`config.mk`:
```
export PLATFORM = sky130hd
export DESIGN_NAME = vec_wb_packer
export DESIGN_NICKNAME = d
export VERILOG_FILES = /design/src/rtl/vec_pkg.sv /design/src/rtl/vec_wb_fifo.sv /design/src/rtl/vec_wb_packer.sv
export SDC_FILE = /design/constraint.sdc
export NUM_CORES = 1
export LEC_CHECK = 0
export BUFFER_PORTS_ARGS = -buffer_cell sky130_fd_sc_hd__clkbuf_2
export CORE_AREA = 2 2 144 146
export CTS_CLUSTER_DIAMETER = 200
export DETAILED_ROUTE_END_ITERATION = 7
export DIE_AREA = 0 0 146 148
export PLACE_DENSITY_LB_ADDON = 0.15
export SYNTH_ARGS = -nofsm -noshare
export SYNTH_HDL_FRONTEND = slang
export SYNTH_SLANG_ARGS = --single-unit
```
`constraint.sdc`:
```
create_clock -name clk -period 4 [get_ports clk]
set_input_delay 0.8 -clock clk [delete_from_list [all_inputs] [get_ports clk]]
set_output_delay 0.8 -clock clk [all_outputs]
set_load 0.01 [all_outputs]
```
`src/rtl/vec_pkg.sv`:
```
// Shared types and per-lane pixel reduction for the vector writeback packer.
// VEC_WB_SAT_EN selects unsigned-byte clamping; otherwise lanes are truncated.
package vec_pkg;

  localparam int unsigned PIX_W  = 8;
  localparam int unsigned LANE_W = 32;

  typedef enum logic [1:0] {
    IDLE  = 2'd0,
    RUN   = 2'd1,
    DRAIN = 2'd2,
    DONE  = 2'd3
  } vec_wb_state_t;

  function automatic logic [PIX_W-1:0] sat_u8(input logic [LANE_W-1:0] v);
`ifdef VEC_WB_SAT_EN
    if (v[LANE_W-1])
      sat_u8 = '0;
    else if (|v[LANE_W-2:PIX_W])
      sat_u8 = '1;
    else
      sat_u8 = v[PIX_W-1:0];
`else
    sat_u8 = v[PIX_W-1:0];
`endif
  endfunction

  // True when a signed lane lies outside 0..255.
  function automatic logic lane_clamped(input logic [LANE_W-1:0] v);
    lane_clamped = v[LANE_W-1] | (|v[LANE_W-2:PIX_W]);
  endfunction

endpackage

```
`src/rtl/vec_wb_fifo.sv`:
```
// Synchronous FIFO of packed pixel words; head is read straight from storage.
module vec_wb_fifo #(
  parameter int unsigned WIDTH = 32,
  parameter int unsigned DEPTH = 4
) (
  input  logic             clk,
  input  logic             rst_n,
  input  logic             push,
  input  logic             pop,
  input  logic [WIDTH-1:0] din,
  output logic             full,
  output logic             empty,
  output logic [WIDTH-1:0] head
);

  localparam int unsigned AW = $clog2(DEPTH);
  localparam int unsigned PW = AW + 1;

  logic [PW-1:0]    wr_ptr;
  logic [PW-1:0]    rd_ptr;
  logic [WIDTH-1:0] mem [DEPTH];

  // Extra pointer bit distinguishes full from empty when indices match.
  assign empty = (wr_ptr == rd_ptr);
  assign full  = (wr_ptr[AW] != rd_ptr[AW]) && (wr_ptr[AW-1:0] == rd_ptr[AW-1:0]);
  assign head  = mem[rd_ptr[AW-1:0]];

  always_ff @(posedge clk or negedge rst_n) begin
    if (!rst_n) begin
      wr_ptr <= '0;
      rd_ptr <= '0;
    end else begin
      if (push && !full)
        wr_ptr <= wr_ptr + PW'(1);
      if (pop && !empty)
        rd_ptr <= rd_ptr + PW'(1);
    end
  end

  always_ff @(posedge clk or negedge rst_n) begin
    if (!rst_n) begin
      for (int i = 0; i < int'(DEPTH); i++)
        mem[i] <= '0;
    end else if (push && !full) begin
      mem[wr_ptr[AW-1:0]] <= din;
    end
  end

endmodule

```
`src/rtl/vec_wb_packer.sv`:
```
// Vector ALU writeback: reduces lanes to pixels, packs, buffers and writes words
// to auto-incrementing addresses. Define VEC_WB_SAT_EN for clamping and sat_flag.
module vec_wb_packer
  import vec_pkg::*;
#(
  parameter int unsigned LANES  = 4,
  parameter int unsigned DEPTH  = 4,
  parameter int unsigned ADDR_W = 16
) (
  input  logic                      clk,
  input  logic                      rst_n,
  input  logic                      start,
  input  logic [ADDR_W-1:0]         base_addr,
  input  logic [ADDR_W-1:0]         word_count,
  input  logic                      in_valid,
  output logic                      in_ready,
  input  logic [LANE_W*LANES-1:0]   in_data,
  output logic                      mem_we,
  input  logic                      mem_ready,
  output logic [ADDR_W-1:0]         mem_addr,
  output logic [PIX_W*LANES-1:0]    mem_wdata,
  output logic                      busy,
  output logic                      done,
  output logic                      sat_flag
);

  localparam int unsigned WORD_W = PIX_W * LANES;

  vec_wb_state_t     state;
  vec_wb_state_t     state_nxt;
  logic [ADDR_W-1:0] base_q;
  logic [ADDR_W-1:0] count_q;
  logic [ADDR_W-1:0] acc_cnt;
  logic [ADDR_W-1:0] wr_cnt;
  logic [WORD_W-1:0] packed_word;
  logic              fifo_full;
  logic              fifo_empty;
  logic              push;
  logic              pop;
  logic              run_start;

  assign run_start = (state == IDLE) && start;
  assign in_ready  = (state == RUN) && !fifo_full && (acc_cnt < count_q);
  assign push      = in_valid && in_ready;
  assign mem_we    = !fifo_empty;
  assign pop       = mem_we && mem_ready;
  assign mem_addr  = base_q + wr_cnt;
  assign busy      = (state != IDLE);
  assign done      = (state == DONE);

  always_comb begin
    packed_word = '0;
    for (int i = 0; i < int'(LANES); i++)
      packed_word[i*PIX_W +: PIX_W] = sat_u8(in_data[i*LANE_W +: LANE_W]);
  end

  vec_wb_fifo #(
    .WIDTH (WORD_W),
    .DEPTH (DEPTH)
  ) u_fifo (
    .clk   (clk),
    .rst_n (rst_n),
    .push  (push),
    .pop   (pop),
    .din   (packed_word),
    .full  (fifo_full),
    .empty (fifo_empty),
    .head  (mem_wdata)
  );

  always_ff @(posedge clk or negedge rst_n) begin
    if (!rst_n)
      state <= IDLE;
    else
      state <= state_nxt;
  end

  // Transitions look ahead one edge so done follows the last pop directly.
  always_comb begin
    state_nxt = state;
    case (state)
      IDLE:  if (start) state_nxt = RUN;
      RUN:   if ((acc_cnt == count_q) || (push && ((acc_cnt + ADDR_W'(1)) == count_q)))
               state_nxt = DRAIN;
      DRAIN: if ((wr_cnt == count_q) || (pop && ((wr_cnt + ADDR_W'(1)) == count_q)))
               state_nxt = DONE;
      DONE:  state_nxt = IDLE;
      default: state_nxt = IDLE;
    endcase
  end

  always_ff @(posedge clk or negedge rst_n) begin
    if (!rst_n) begin
      base_q  <= '0;
      count_q <= '0;
      acc_cnt <= '0;
      wr_cnt  <= '0;
    end else if (run_start) begin
      base_q  <= base_addr;
      count_q <= word_count;
      acc_cnt <= '0;
      wr_cnt  <= '0;
    end else begin
      if (push)
        acc_cnt <= acc_cnt + ADDR_W'(1);
      if (pop)
        wr_cnt <= wr_cnt + ADDR_W'(1);
    end
  end

`ifdef VEC_WB_SAT_EN
  logic clamp_any;

  always_comb begin
    clamp_any = 1'b0;
    for (int i = 0; i < int'(LANES); i++)
      clamp_any = clamp_any | lane_clamped(in_data[i*LANE_W +: LANE_W]);
  end

  // Sticky for the run; cleared only by an accepted start.
  always_ff @(posedge clk or negedge rst_n) begin
    if (!rst_n)
      sat_flag <= 1'b0;
    else if (run_start)
      sat_flag <= 1'b0;
    else if (push && clamp_any)
      sat_flag <= 1'b1;
  end
`else
  assign sat_flag = 1'b0;
`endif

endmodule

```
# Word-level counts from Yosys, hierarchy flattened
# Cells that the tools add are included.
totals:
  reg_bits: 200
  elab_cells: 69
  input_bits: 165
classes:
  magnitude_cmp: 4
  n_reduce_logical: 20
  mux: 14
  add_sub_neg: 5
  eq_ne: 13
  n_bitwise: 2
op_table:
  columns: ["operator", "count"]
  rows:
  - ["bitwise mux 128 bit", 1]
  - ["two-way mux 32 bit", 3]
  - ["binary-select mux 32 bit (select 2 bit)", 1]
  - ["demux 32 bit (select 2 bit)", 1]
  - ["== test 16 bit", 4]
  - ["two-way mux 16 bit", 4]
  - ["adder 16 x 1 -> 16 bit, second input constant", 2]
  - ["adder 16 bit", 1]
  - ["< comparator 16 bit", 1]
  - ["logical AND 1 bit", 11]
  - ["case mux 2 bit (4 select lines)", 1]
  - ["adder 3 x 1 -> 3 bit, second input constant", 2]
  - [">= comparator 3 bit, second input constant", 2]
  - ["two-way mux 2 bit", 3]
  - ["NOT 2 -> 3 bit", 2]
  - ["nonzero test 2 bit", 3]
  - ["== test 2 bit, second input constant", 2]
  - ["inequality test 2 bit, second input constant", 2]
  - ["== test 3 bit", 1]
  - ["< comparator 3 x 1 -> 1 bit, second input constant", 1]
  - ["AND reduction 3 bit", 1]
  - ["== test 2 x 1 -> 1 bit, second input constant", 1]
  - ["== test 2 bit", 1]
  - ["zero test 1 bit", 2]
  - ["4 further kinds", 5]

# Longest topological paths before layout
logic_depth:
  word_depth: 10
  mapped_depth: 11

# By module
# Synthesis repeated with hierarchy kept, for this count alone.
hier_totals:
  hier_cells: 911
  hier_area_um2: 11175.7
modules_own_cells:
  columns: ["mod", "n_inst", "area_per_inst_um2", "seq_area_each_um2", "cells_per_inst"]
  rows:
  - ["vec_wb_fifo", 1, 6223.5, 3353.2, 354]
  - ["vec_wb_packer", 1, 4952.2, 1651.6, 557]

# Worst setup path after synthesis
# No wires, ideal clock.
synth_path:
  kind: "register to output"
  start: "reg wr_cnt[0]"
  end: "out mem_addr[14]"
  slack_ps: 770
  stages_incl_launch_ff: 12
  arrival_ps: 2430
  path_cell_list: "dfrtp_1 > ha_1 > inv_1 > fa_1 > nor2b_1 > o21ai_0 > a21boi_0 > o41ai_1 > o2111ai_1 > a31o_2 > a21oi_1 > xnor2_1"
synth_via:
  elab_chain_len: 1
synth_lines:
  columns: ["item", "line_no", "source"]
  rows:
  - ["start: declaration", "vec_wb_packer.sv:34", "logic [ADDR_W-1:0] wr_cnt;"]
  - ["start signal: assignment", "vec_wb_packer.sv:107", "wr_cnt <= wr_cnt + ADDR_W'(1);"]
  - ["adder 16 bit", "vec_wb_packer.sv:47", "assign mem_addr = base_q + wr_cnt;"]
  - ["end: declaration", "vec_wb_packer.sv:20", "output logic [ADDR_W-1:0] mem_addr,"]
# Every way passes these cells.

# Worst setup path in the final report
# Same ends and word-level chain as after synthesis.

==> flow_metrics.env <==
export IMPL_status="completed"
export IMPL_grt_setup_unrepaired="no"
export IMPL_diodes=0
export IMPL_finalHoldViolCount=0
export IMPL_r2r_start="count_q[13]"
export IMPL_synth_top_area_cell="dfrtp_1"
export IMPL_dieArea_sq_um=21600
export IMPL_grt_max_degree=89
export IMPL_drive_gt1_share_pct=34.7
export IMPL_rrSetupSlack_ns=0.74
export IMPL_synth_edff_count=0
export IMPL_ios=218
export IMPL_cts_max_level=4
export IMPL_use_met1_pct=31.0
export IMPL_wl_per_cell_um=17.1
export IMPL_port_buffers=120
export IMPL_cts_root_buf="clkbuf_16"
export IMPL_reg2reg_depth=10
export IMPL_routed_wl_um=22500
export IMPL_grt_pass1_wl_um=37400
export IMPL_synthCells=924
export IMPL_ys_seq_elements=200
export IMPL_cp_end_kind="output pin"
export IMPL_finalSetupTns_ns=0
export IMPL_hp_class="input port to async pin"
export IMPL_critPathRequiredTime_ns=3.20
export IMPL_initial_utilization_pct=54.2
export IMPL_die_w_um=146
export IMPL_total_power_mw=8.32
export IMPL_finalWorstSetupSlack_ns=0.233
export IMPL_cp_max_fo=4
export IMPL_crit_arrival_ns=2.97
export IMPL_dp_cells=1278
export IMPL_tightest_slew_ns=0.721
export IMPL_grt_busiest_layer="met2"
export IMPL_clk_latency_ns=0.44
export IMPL_rows=52
export IMPL_slew_violations=0
export IMPL_routabilityCongestion=0.869
export IMPL_min_period_ns=3.77
export IMPL_final_nets=1239
export IMPL_relSlewSlack_pct=51.9
export IMPL_skew_ns=0.0128
export IMPL_viasPerCell=5.54
export IMPL_synth_area_leaders="dfrtp_1, mux2_2, mux4_2, ha_1, xnor2_1"
export IMPL_drc=0
export IMPL_synth_common_cells="dfrtp_1, mux2_2, nand2_1"
export IMPL_vias=7276
export IMPL_grtUsageMet2_pct=34.0
export IMPL_antenna_found_initial=0
export IMPL_stdcell_area_sq_um=12400
export IMPL_clk_pin_slew_ns=0.08
export IMPL_fmax_mhz=265
export IMPL_cts_made_buffers=17
export IMPL_dpl_worst_slack_ns=0.271
export IMPL_setup_viol=0
export IMPL_die_h_um=148
export IMPL_fp_coreArea_sq_um=20000
export IMPL_synthArstFlopShare_pct=100
export IMPL_synth_most_common_cell="dfrtp_1"
export IMPL_whs_ns=0.394
export IMPL_grtUsageTotal_pct=21.6
export IMPL_grt_use_met3_pct=3.86
export IMPL_cp_start_kind="flip-flop"
export IMPL_overflow=0
export IMPL_placed_cell_area_sq_um=11700
export IMPL_drt_iter0_drc=429
export IMPL_syn_nets=1133
export IMPL_period_share_pct=94.2
export IMPL_maxCapViolations=0
export IMPL_p_leak_nw=5.59
export IMPL_grt_pass1_vias=7244
export IMPL_yosysSeqAreaShare_pct=46.1
export IMPL_startpoint="wr_cnt[0]"
export IMPL_dpl_hpwl_um=15400
export IMPL_yosysWarnings=0
export IMPL_path_class="flip-flop to output pin"
export IMPL_ir_worst_vdd_uv=377
export IMPL_synthToLayoutAreaGrowth_pct=14.1
export IMPL_tritoncts="done"
export IMPL_cts_buffer_depth=2
export IMPL_cts_sinks=200
export IMPL_avgSynthCellArea_sq_um=11.8
export IMPL_yosys_area_top_type_share_pct=46.1
export IMPL_ys_types=72
export IMPL_power_density_nw_per_um2=671
export IMPL_finalCoreUtilization_pct=61.9
export IMPL_syn_area_sq_um=10900
export IMPL_ant_nets=0
export IMPL_fin_cells=1313
export IMPL_synth_ff_type="dfrtp_1"
export IMPL_drt_pass1_iter_count=4
==> cells in the final DEF (no fill, tap or decap), types with 4 or more instances in the layout <==
cell,count
a21o_1,4
mux2_1,9
nor4_1,5
or3_1,9
clkbuf_2,119
xnor2_1,46
dfrtp_1,197
o21ai_0,35
xor2_1,36
nor2b_1,5
inv_8,4
buf_4,16
a21oi_1,21
ha_1,42
nand4_1,17
nand3_1,17
inv_1,29
mux4_2,32
nor2_1,52
and3_1,6
nand2_1,70
a211oi_1,7
mux2_2,136
clkbuf_16,17
clkinv_8,6
nor3_1,20
==> worst max-delay path, stage by stage (launching register included) <==
cell and delay [ns]:
dfrtp_2 0.40, ha_2 0.21, inv_1 0.05, fa_1 0.40
nor2b_1 0.16, o21ai_2 0.08, a21boi_2 0.21, o41ai_2 0.09
buf_4 0.16, o2111ai_2 0.22, a31o_2 0.18, a21oi_1 0.07
xnor2_1 0.14, clkbuf_2 0.15
==> cell type report <==
class | count | area [sq um]
repair buffers | 137 | 749
multi-input cells | 645 | 5580
well taps | 270 | 338
clock buffers | 17 | 425
flip-flops and latches | 200 | 5010
clock inverters | 15 | 189
inverters | 29 | 109
fillers | 1673 | 7640
==> path summary, 6_finish.rpt <==
| check | endpoint |
|---|---|
| min | count_q[0] |
| min in group clk | u_fifo.mem[47] |
| max in group asynchronous | base_q[13] |
| max | mem_addr[14] |
| min reg2reg | u_fifo.mem[47] |
| max reg2reg | u_fifo.mem[29] |
==> timing repair <==
action,4_1_cts,5_1_grt
hold buffers,0,0
pin swaps,1,1
buffers inserted,1,2
setup endpoints to repair,1,4
gates resized for setup,3,9
==> cells by family after synthesis <==
logic type,share of synthesized area [%]
DFF,46.1
muxes,22.1
buffers and inverters,3.02
and+or+nand+nor,10.6
AOI/OAI and AO/OA,6.51
adders and majority gates,5.14
xor gates and xnor gates,6.61
other,0.0345
==> power breakdown <==
part	leakage (nW)	switching, mW	internal (mW)
clock	0.295	0.889	0.854
combinational	2.90	1.49	1.81
sequential	2.40	0.485	2.79
total	5.59	2.86	5.45
==> per-layer routing <==
metal  part of all wire (%)  up-vias
li1                       -     3542
met4                    1.4        0
met3                    3.5       21
met5                      0        -
met1                     49     3593
met2                     47      120
==> state kept, by name, summed over array words and instances, names as in the netlist <==
register	cells
base_q	16
u_fifo.wr_ptr	3
acc_cnt	16
u_fifo.mem	128
count_q	16
state	2
wr_cnt	16
u_fifo.rd_ptr	3
(Power assumes the default switching activity.)
